==> src/rtl/sram_like_arbiter_pkg.sv <==
// Shared IDs, request payload layout and lock state for the SRAM-like arbiter.
// Tag value doubles as the requester ID stored in the order FIFO.
package sram_like_arbiter_pkg;

  localparam logic ARB_ID_INST      = 1'b0;
  localparam logic ARB_ID_DATA      = 1'b1;
  localparam int   SRAM_LIKE_REQ_WD = 67;

  typedef struct packed {
    logic        wr;
    logic [1:0]  size;
    logic [31:0] addr;
    logic [31:0] wdata;
  } sram_req_t;

  typedef enum logic {
    LK_IDLE = 1'b0,
    LK_HELD = 1'b1
  } lock_state_e;

endpackage

==> src/rtl/sram_like_arbiter_tag_fifo.sv <==
// In-order 1-bit tag FIFO; push/pop act on the next edge and head is read combinationally.
// Pushes while full and pops while empty are ignored.
module arb_tag_fifo #(
  parameter int DEPTH = 4
) (
  input  logic clk,
  input  logic resetn,
  input  logic push,
  input  logic push_tag,
  input  logic pop,
  output logic head,
  output logic full,
  output logic empty
);

  localparam int AW = (DEPTH > 1) ? $clog2(DEPTH) : 1;

  logic [DEPTH-1:0] mem_q;
  logic [AW-1:0]    wr_ptr_q;
  logic [AW-1:0]    rd_ptr_q;
  logic [AW:0]      count_q;
  logic             do_push;
  logic             do_pop;

  assign full    = (count_q == (AW+1)'(DEPTH));
  assign empty   = (count_q == '0);
  assign do_push = push && !full;
  assign do_pop  = pop && !empty;
  assign head    = mem_q[rd_ptr_q];

  // Pointers wrap naturally because DEPTH is a power of two.
  always_ff @(posedge clk or negedge resetn) begin
    if (!resetn) begin
      mem_q    <= '0;
      wr_ptr_q <= '0;
      rd_ptr_q <= '0;
      count_q  <= '0;
    end else begin
      if (do_push) begin
        mem_q[wr_ptr_q] <= push_tag;
        wr_ptr_q        <= wr_ptr_q + 1'b1;
      end
      if (do_pop) begin
        rd_ptr_q <= rd_ptr_q + 1'b1;
      end
      case ({do_push, do_pop})
        2'b10:   count_q <= count_q + 1'b1;
        2'b01:   count_q <= count_q - 1'b1;
        default: count_q <= count_q;
      endcase
    end
  end

endmodule

==> src/rtl/sram_like_arbiter.sv <==
// Shares one SRAM-like master between inst and data requesters; 0-cycle comb accept/response path.
// Grant is held across a stalled address handshake; m_req drops while the order FIFO is full.
module sram_like_arbiter
  import sram_like_arbiter_pkg::*;
#(
  parameter int DEPTH = 4
) (
  input  logic        clk,
  input  logic        resetn,
  input  logic        inst_req,
  input  logic        inst_wr,
  input  logic [1:0]  inst_size,
  input  logic [31:0] inst_addr,
  input  logic [31:0] inst_wdata,
  output logic        inst_addr_ok,
  output logic        inst_data_ok,
  output logic [31:0] inst_rdata,
  input  logic        data_req,
  input  logic        data_wr,
  input  logic [1:0]  data_size,
  input  logic [31:0] data_addr,
  input  logic [31:0] data_wdata,
  output logic        data_addr_ok,
  output logic        data_data_ok,
  output logic [31:0] data_rdata,
  output logic        m_req,
  output logic        m_wr,
  output logic [1:0]  m_size,
  output logic [31:0] m_addr,
  output logic [31:0] m_wdata,
  input  logic        m_addr_ok,
  input  logic        m_data_ok,
  input  logic [31:0] m_rdata,
  output logic        err_orphan
);

  lock_state_e lock_q, lock_d;
  logic        lock_id_q, lock_id_d;
  logic        err_orphan_q, err_orphan_d;
  logic        grant_id, granted_req, locked_req, accept;
  logic        fifo_full, fifo_empty, fifo_head, pop;
  sram_req_t   inst_pl, data_pl, m_pl;

  assign inst_pl = {inst_wr, inst_size, inst_addr, inst_wdata};
  assign data_pl = {data_wr, data_size, data_addr, data_wdata};

  always_ff @(posedge clk or negedge resetn) begin
    if (!resetn) begin
      lock_q       <= LK_IDLE;
      lock_id_q    <= ARB_ID_INST;
      err_orphan_q <= 1'b0;
    end else begin
      lock_q       <= lock_d;
      lock_id_q    <= lock_id_d;
      err_orphan_q <= err_orphan_d;
    end
  end

  // A stalled handshake pins the grant; leaving m_req low or getting addr_ok releases it.
  always_comb begin
    lock_d    = LK_IDLE;
    lock_id_d = lock_id_q;
    if (m_req && !m_addr_ok) begin
      lock_d    = LK_HELD;
      lock_id_d = grant_id;
    end
  end

  // A locked requester that drops its req forfeits the lock and the grant re-arbitrates.
  assign locked_req = (lock_id_q == ARB_ID_DATA) ? data_req : inst_req;
  always_comb begin
    grant_id = ARB_ID_INST;
    if (lock_q == LK_HELD && locked_req) begin
      grant_id = lock_id_q;
    end else if (data_req) begin
      grant_id = ARB_ID_DATA;
    end
  end

  assign granted_req  = (grant_id == ARB_ID_DATA) ? data_req : inst_req;
  assign m_req        = granted_req && !fifo_full && resetn;
  assign m_pl         = (grant_id == ARB_ID_DATA) ? data_pl : inst_pl;
  assign m_wr         = m_pl.wr;
  assign m_size       = m_pl.size;
  assign m_addr       = m_pl.addr;
  assign m_wdata      = m_pl.wdata;
  assign accept       = m_req && m_addr_ok;
  assign inst_addr_ok = accept && (grant_id == ARB_ID_INST);
  assign data_addr_ok = accept && (grant_id == ARB_ID_DATA);

  assign pop          = m_data_ok && !fifo_empty;
  assign inst_data_ok = pop && (fifo_head == ARB_ID_INST);
  assign data_data_ok = pop && (fifo_head == ARB_ID_DATA);
  assign inst_rdata   = m_rdata;
  assign data_rdata   = m_rdata;
  assign err_orphan_d = err_orphan_q || (m_data_ok && fifo_empty);
  assign err_orphan   = err_orphan_q;

  arb_tag_fifo #(.DEPTH(DEPTH)) u_tag_fifo (
    .clk      (clk),
    .resetn   (resetn),
    .push     (accept),
    .push_tag (grant_id),
    .pop      (pop),
    .head     (fifo_head),
    .full     (fifo_full),
    .empty    (fifo_empty)
  );

endmodule

==> config.mk <==
export PLATFORM = sky130hd
export DESIGN_NAME = sram_like_arbiter
export DESIGN_NICKNAME = d
export VERILOG_FILES = /design/src/rtl/sram_like_arbiter_pkg.sv /design/src/rtl/sram_like_arbiter_tag_fifo.sv /design/src/rtl/sram_like_arbiter.sv
export SDC_FILE = /design/constraint.sdc
export NUM_CORES = 1
export LEC_CHECK = 0
export BUFFER_PORTS_ARGS = -buffer_cell sky130_fd_sc_hd__buf_2
export CAP_MARGIN = 20
export CORE_AREA = 2 2 119 121
export CTS_BUF_LIST = sky130_fd_sc_hd__clkbuf_8
export CTS_CLUSTER_DIAMETER = 60
export DETAILED_ROUTE_END_ITERATION = 16
export DIE_AREA = 0 0 121 123
export GPL_TIMING_DRIVEN = 0
export PLACE_DENSITY = 0.58
export SLEW_MARGIN = 20
export SYNTH_ARGS = -nofsm -noshare
export SYNTH_HDL_FRONTEND = slang
export SYNTH_SLANG_ARGS = --single-unit
==> constraint.sdc <==
create_clock -name clk -period 5.6 [get_ports clk]
set_clock_uncertainty 0.2 [all_clocks]
set_input_delay 0.28 -clock clk [delete_from_list [all_inputs] [get_ports clk]]
set_output_delay 0.28 -clock clk [all_outputs]
set_load 0.02 [all_outputs]
==> results of run 1 <==
final timing paths:
| check | startpoint | end | slack (ns) |
|---|---|---|---|
| max | resetn | u_tag_fifo.count_q[2]$_DFFE_PN0P_ | 3.04 |
| min in group asynchronous | resetn | u_tag_fifo.rd_ptr_q[1]$_DFFE_PN0P_ | 0.28 |
| min reg2reg | err_orphan$_DFF_PN0_ | err_orphan$_DFF_PN0_ | 0.26 |
| max in group asynchronous | resetn | lock_q$_DFF_PN0_ | 4.66 |
| min | m_data_ok | err_orphan$_DFF_PN0_ | 0.05 |
| max reg2reg | u_tag_fifo.count_q[1]$_DFFE_PN0P_ | u_tag_fifo.count_q[2]$_DFFE_PN0P_ | 3.18 |
layer usage:
| layer | wire length, um | GRT usage [%] | up-vias |
|---|---|---|---|
| li1 | - | - | 1186 |
| met1 | 3490 | 12.8 | 1076 |
| met2 | 4520 | 16.8 | 117 |
| met3 | 812 | 2.08 | 2 |
| met4 | 14 | 1.38 | 0 |
| met5 | 0 | 0 | - |
critical path, stage by stage:
cell and delay, ns:
dlygate4sd3_1 0.53, buf_2 0.25, o211a_1 0.24, nand2_1 0.18
ha_1 0.21, inv_1 0.06, fa_1 0.37, xor2_1 0.15
nor2_1 0.12, xor2_1 0.15
timing repair:
| item | CTS | global route |
|---|---|---|
| setup endpoints to repair | 0 | 0 |
| resized for setup | 0 | 0 |
| hold buffers | 1 | 0 |
| hold endpoints to repair | 14 | 0 |
state kept, by name (all words and copies together) (netlist names):
name	count
err_orphan	1
lock_id_q	1
u_tag_fifo.wr_ptr_q	2
lock_q	1
u_tag_fifo.count_q	3
u_tag_fifo.rd_ptr_q	2
u_tag_fifo.mem_q	4
metrics by stage:
step	cells	instance area [um^2]	setup slack [ns]	power, mW
after CTS	662	3700	2.96	0.803
after global routing	662	3700	2.87	0.852
final	662	3700	3.04	0.789
after floorplan	201	2030	3.33	0.525
after detailed placement	657	3630	3.17	0.699
after global placement	657	3630	3.18	0.692
logic make-up after synthesis:
logic type                 after synthesis  share of synthesized area [%]
buffers and inverters                   80                           27.2
muxes                                   75                           42.4
and+or+nand+nor                         15                           4.57
DFF                                     14                           17.3
xor gates and xnor gates                 6                           2.59
adders and majority gates                6                           4.08
AOI/OAI and AO/OA                        5                           1.85
power breakdown:
part           internal (mW)  switching [mW]  leakage, nW
logic                  0.246           0.254         1.89
clock network         0.0623          0.0359       0.0288
registers              0.150          0.0410        0.166
cell usage in the layout, fill, tap and decap left out, types with 2 or more instances in the layout:
| cell | netlist | layout |
|---|---|---|
| buf_2 | 9 | 285 |
| mux2_2 | 69 | 69 |
| buf_4 | 64 | 64 |
| dfrtp_1 | 14 | 14 |
| inv_1 | 7 | 7 |
| ha_1 | 5 | 5 |
| nand3_1 | 4 | 4 |
| clkbuf_8 | 0 | 4 |
| mux2_1 | 3 | 3 |
| xor2_1 | 3 | 3 |
| xnor2_1 | 3 | 3 |
| nand2_1 | 2 | 2 |
| nor2b_1 | 2 | 2 |
| nor2_1 | 2 | 2 |
area by class of cell:
class | count | area, um^2 | area share [%]
clock buffer | 4 | 55.1 | 1.49
multi-input combinational | 107 | 1120 | 30.4
tap | 180 | 225 | 6.09
inverter | 7 | 26.3 | 0.711
buffer | 73 | 526 | 14.2
sequential | 14 | 350 | 9.48
timing repair buffer | 277 | 1390 | 37.6
==> flow_summary.toml, run 1 <==
[synth]
yosysMostFrequentCell = "mux2_2"
ys_seq_area_share_pct = 17.3
syn_inst = 201
netlist_area_um2 = 2030
async_flop_share_pct = 100
netlist.area_leader.share_pct = 38.4
synth-edff-count = 0
avgSynthCellArea_um2 = 10.1
synth.distinct_cells = 27
synth_nets = 379
ys_top_cells_by_area = "mux2_2 (38%), buf_4 (24%), dfrtp_1 (17%)"
synth_ff_type = "dfrtp_1"
ys_ff_latch = 14
synth_area_leader_cell = "mux2_2"
yosysWarnings = 0
synthTopCellsByCount = "mux2_2 (69), buf_4 (64), dfrtp_1 (14), buf_2 (9), inv_1 (7)"

[final_layout]
area_growth_pct = 82.5
fin_util_pct = 27.2
drive_above_1_share_pct = 88.2
n_fill_cell = 1490
fin_nets = 661
diodes = 0

[placement]
globalplace.congestion = 0.758
post-dp-hpwl_um = 8020
io_buffers = 276

[detailed_routing]
vias = 2381
drt_pre_antenna_iters = 4
drt-initial-drc-count = 46
routed_wl_um = 8840
wl_per_cell_um = 13.4
viasPerCell = 3.60
route.detailed.drc = 0
final_antenna_net_count = 0

[timing]
fin_crit_ns = 2.56
setup_violations = 0
fmax_ghz = 0.390
hold_viol_final = 0
report.final.slew_viol_count = 0
slew_headroom_pct = 73.4
worst_pin_slew_ns = 0.395
fin_crit_sh_pct = 45.7
hold_ws_ns = 0.0525
tns_ns = 0
rsz0062_at_grt = "false"

[pwr]
leakage_nw = 2.09
power.density_nw_per_um2 = 214
ir_drop_mv = 0.193

[worst_setup_path]
worst-path-max-fanout = 16
endpoint_kind = "register"
setup.worst_path.class = "in2reg"
setup.worst_path.start_class = "input port"
crit_required_ns = 5.57
ff2ff_path_depth = 9
critPathArrivalTime_ns = 2.53

[clock_network]
clk_pin_slew_ns = 0.06
cts_root_buf = "clkbuf_8"
cts_made_buffers = 3
clkLatencyLatePin_ns = 0.24
clkSinkCount = 14
htreeDepth = 1
cts_tree = "yes"
cts_setup_buffers = 0
clockBufferDepth = 2

[global_route]
grt_use_total_pct = 9.74
grt_max_degree = 17
antenna_found_initial = 0
first_global_vias = 2039
grt_overflow = 0
grt_pass1_wl_um = 11200

[floorplan]
fp.dieH_um = 123
die_x_um = 121
ios = 309
initial_utilization_pct = 14.9
dieArea_um2 = 14900
core_um2 = 13600
core.rowCount = 43

[min_path]
timing.hold.worst.class = "in2reg"
whs_path_depth = 2

[outcome]
status = "finished clean"

[run]
drv_cap = 0
Note: power is estimated with default switching activity, not from simulation.
==> run 2: changes to the inputs <==
Settings changed: CORE_AREA 2 2 119 121 to 2 2 120 122, DIE_AREA 0 0 121 123 to 0 0 122 124, PLACE_DENSITY 0.58 to 0.59.
Clock period 5.6 ns to 2.3 ns, I/O delays scaled along.
==> run 2 against run 1 <==
- critical path depth shrank 4
- sequential power grew 130%
- largest cell class unchanged
- critical path type is now reg2out
- first-iteration DRC count fell by 33%
==> flow_summary.toml, run 2 (synthesis results as in run 1) <==
[detailed_routing]
wl_per_cell_um = 12.7
routed_wl_um = 8490
viasPerCell = 3.57
drt_pre_antenna_iters = 2
final_antenna_net_count = 0
drt-initial-drc-count = 31
vias = 2387
route.detailed.drc = 0

[worst_setup_path]
ff2ff_path_depth = 9
setup.worst_path.class = "reg2out"
timing.rr.end = "u_tag_fifo.count_q[2]$_DFFE_PN0P_"
r2r-start = "u_tag_fifo.count_q[0]$_DFFE_PN0P_"
critPathArrivalTime_ns = 1.85
startpoint = "lock_id_q$_DFFE_PN0P_"
endpoint_kind = "output pin"
setup.worst_path.start_class = "register"
worst-path-max-fanout = 10
regToRegSetupSlack_ns = 0.15
crit_required_ns = 1.99

[global_route]
grt_max_degree = 15
first_global_vias = 2094
antenna_found_initial = 0
grt_overflow = 0
grt_use_total_pct = 9.04
grt_pass1_wl_um = 10800

[timing]
slew_headroom_pct = 55.4
tns_ns = 0
report.final.slew_viol_count = 0
fmax_ghz = 0.461
setup_violations = 0
hold_viol_final = 0
fin_crit_ns = 2.17
worst_pin_slew_ns = 0.667
fin_crit_sh_pct = 94.3
timing.final.ws_setup_ns = 0.131

[floorplan]
core.rowCount = 43
dieArea_um2 = 15100
die_x_um = 122
initial_utilization_pct = 14.8
core_um2 = 13700
fp.dieH_um = 124
ios = 309

[outcome]
status = "finished clean"

[final_layout]
drive_above_1_share_pct = 88.8
diodes = 0
top_regs = "u_tag_fifo.mem_q x4, u_tag_fifo.count_q x3"
layout_commonest_cell = "buf_2"
fin_util_pct = 27.7
fin_nets = 669
final_cell_mix = "buf_2 (282), buf_4 (72), mux2_2 (69)"
stdcell_count = 669
area_growth_pct = 87.5
largest_reg_flops = 4
largest-register = "u_tag_fifo.mem_q"

[clock_network]
htreeDepth = 1
clkSinkCount = 14
cts_tree = "yes"
clk_pin_slew_ns = 0.06
cts_root_buf = "clkbuf_8"
clkLatencyLatePin_ns = 0.24
cts_made_buffers = 3
clockBufferDepth = 2

[run]
drv_cap = 0

[min_path]
timing.hold.worst.class = "in2reg"
holdCritStartpoint = "resetn"
whs_path_depth = 3
hold_end = "lock_q$_DFF_PN0_"

[placement]
post-dp-hpwl_um = 7500
placed_cells = 657
dp_slack_ns = -0.130
io_buffers = 276
globalplace.congestion = 0.732

[pwr]
finalPower_mw = 1.98
leakage_nw = 2.13
power.density_nw_per_um2 = 522
ir_drop_mv = 0.506
run 2: cell count changes in the layout (fill, tap and decap cells not counted), sizes merged:
cell	change
dlygate4sd3	+2
clkbuf	-1
buf	+6
run 2: worst max-delay path by stage:
| stage | end | slack [ns] | cells past startpoint |
|---|---|---|---|
| after floorplan | u_tag_fifo.count_q[2]$_DFFE_PN0P_ | 0.03 | 9 |
| after detailed placement | u_tag_fifo.count_q[2]$_DFFE_PN0P_ | -0.13 | 9 |
| after global placement | u_tag_fifo.count_q[2]$_DFFE_PN0P_ | -0.08 | 9 |
| after global routing | u_tag_fifo.count_q[2]$_DFFE_PN0P_ | -0.003 | 9 |
| final | m_addr[0] | 0.13 | 6 |
| after CTS | u_tag_fifo.count_q[2]$_DFFE_PN0P_ | 0.01 | 9 |
run 2: worst max-delay path, stage by stage, from the launching register on:
cell and delay (ns):
dfrtp_1 0.34, inv_1 0.05, a31oi_2 0.19, buf_4 0.21, buf_2 0.27, mux2_2 0.37
buf_2 0.16
run 2: report_power, final:
group          leakage, nW  switching (mW)  internal (mW)  total (mW)
combinational         1.94           0.665          0.676        1.34
clock               0.0216          0.0815          0.116       0.197
sequential           0.166          0.0760          0.366       0.442
total                 2.13           0.822           1.16        1.98
run 2: cell type report:
type                       count  area, um^2
multi-input combinational    107        1160
inverter                       7        26.3
timing repair buffer         285        1460
clock buffer                   3        41.3
buffer                        73         537
tap                          180         225
sequential                    14         350
fill                        1512        9920
run 2: per-layer routing:
| layer | routed length (um) | GRT usage [%] | vias to the layer above |
|---|---|---|---|
| met5 | 0 | 0 | - |
| met4 | 53 | 1.51 | 0 |
| met3 | 591 | 0.870 | 5 |
| met2 | 4550 | 16.3 | 109 |
| met1 | 3300 | 11.8 | 1074 |
| li1 | - | - | 1199 |
run 2: what timing repair did:
action / CTS / global route
pin swaps: 0 / 3
hold buffers: 3 / 0
gates resized for setup: 6 / 6
hold endpoints to repair: 16 / 0
setup buffers: 4 / 2
endpoints found under the setup margin: 54 / 1
run 2: stage by stage:
step           instance area, um^2  hold WS, ns
5_1_grt                       3800        0.103
4_1_cts                       3750       0.0681
2_1_floorplan                 2030       -0.381
3_3_place_gp                  3630       -0.157
3_5_place_dp                  3630       -0.158
6_report                      3800       0.0837
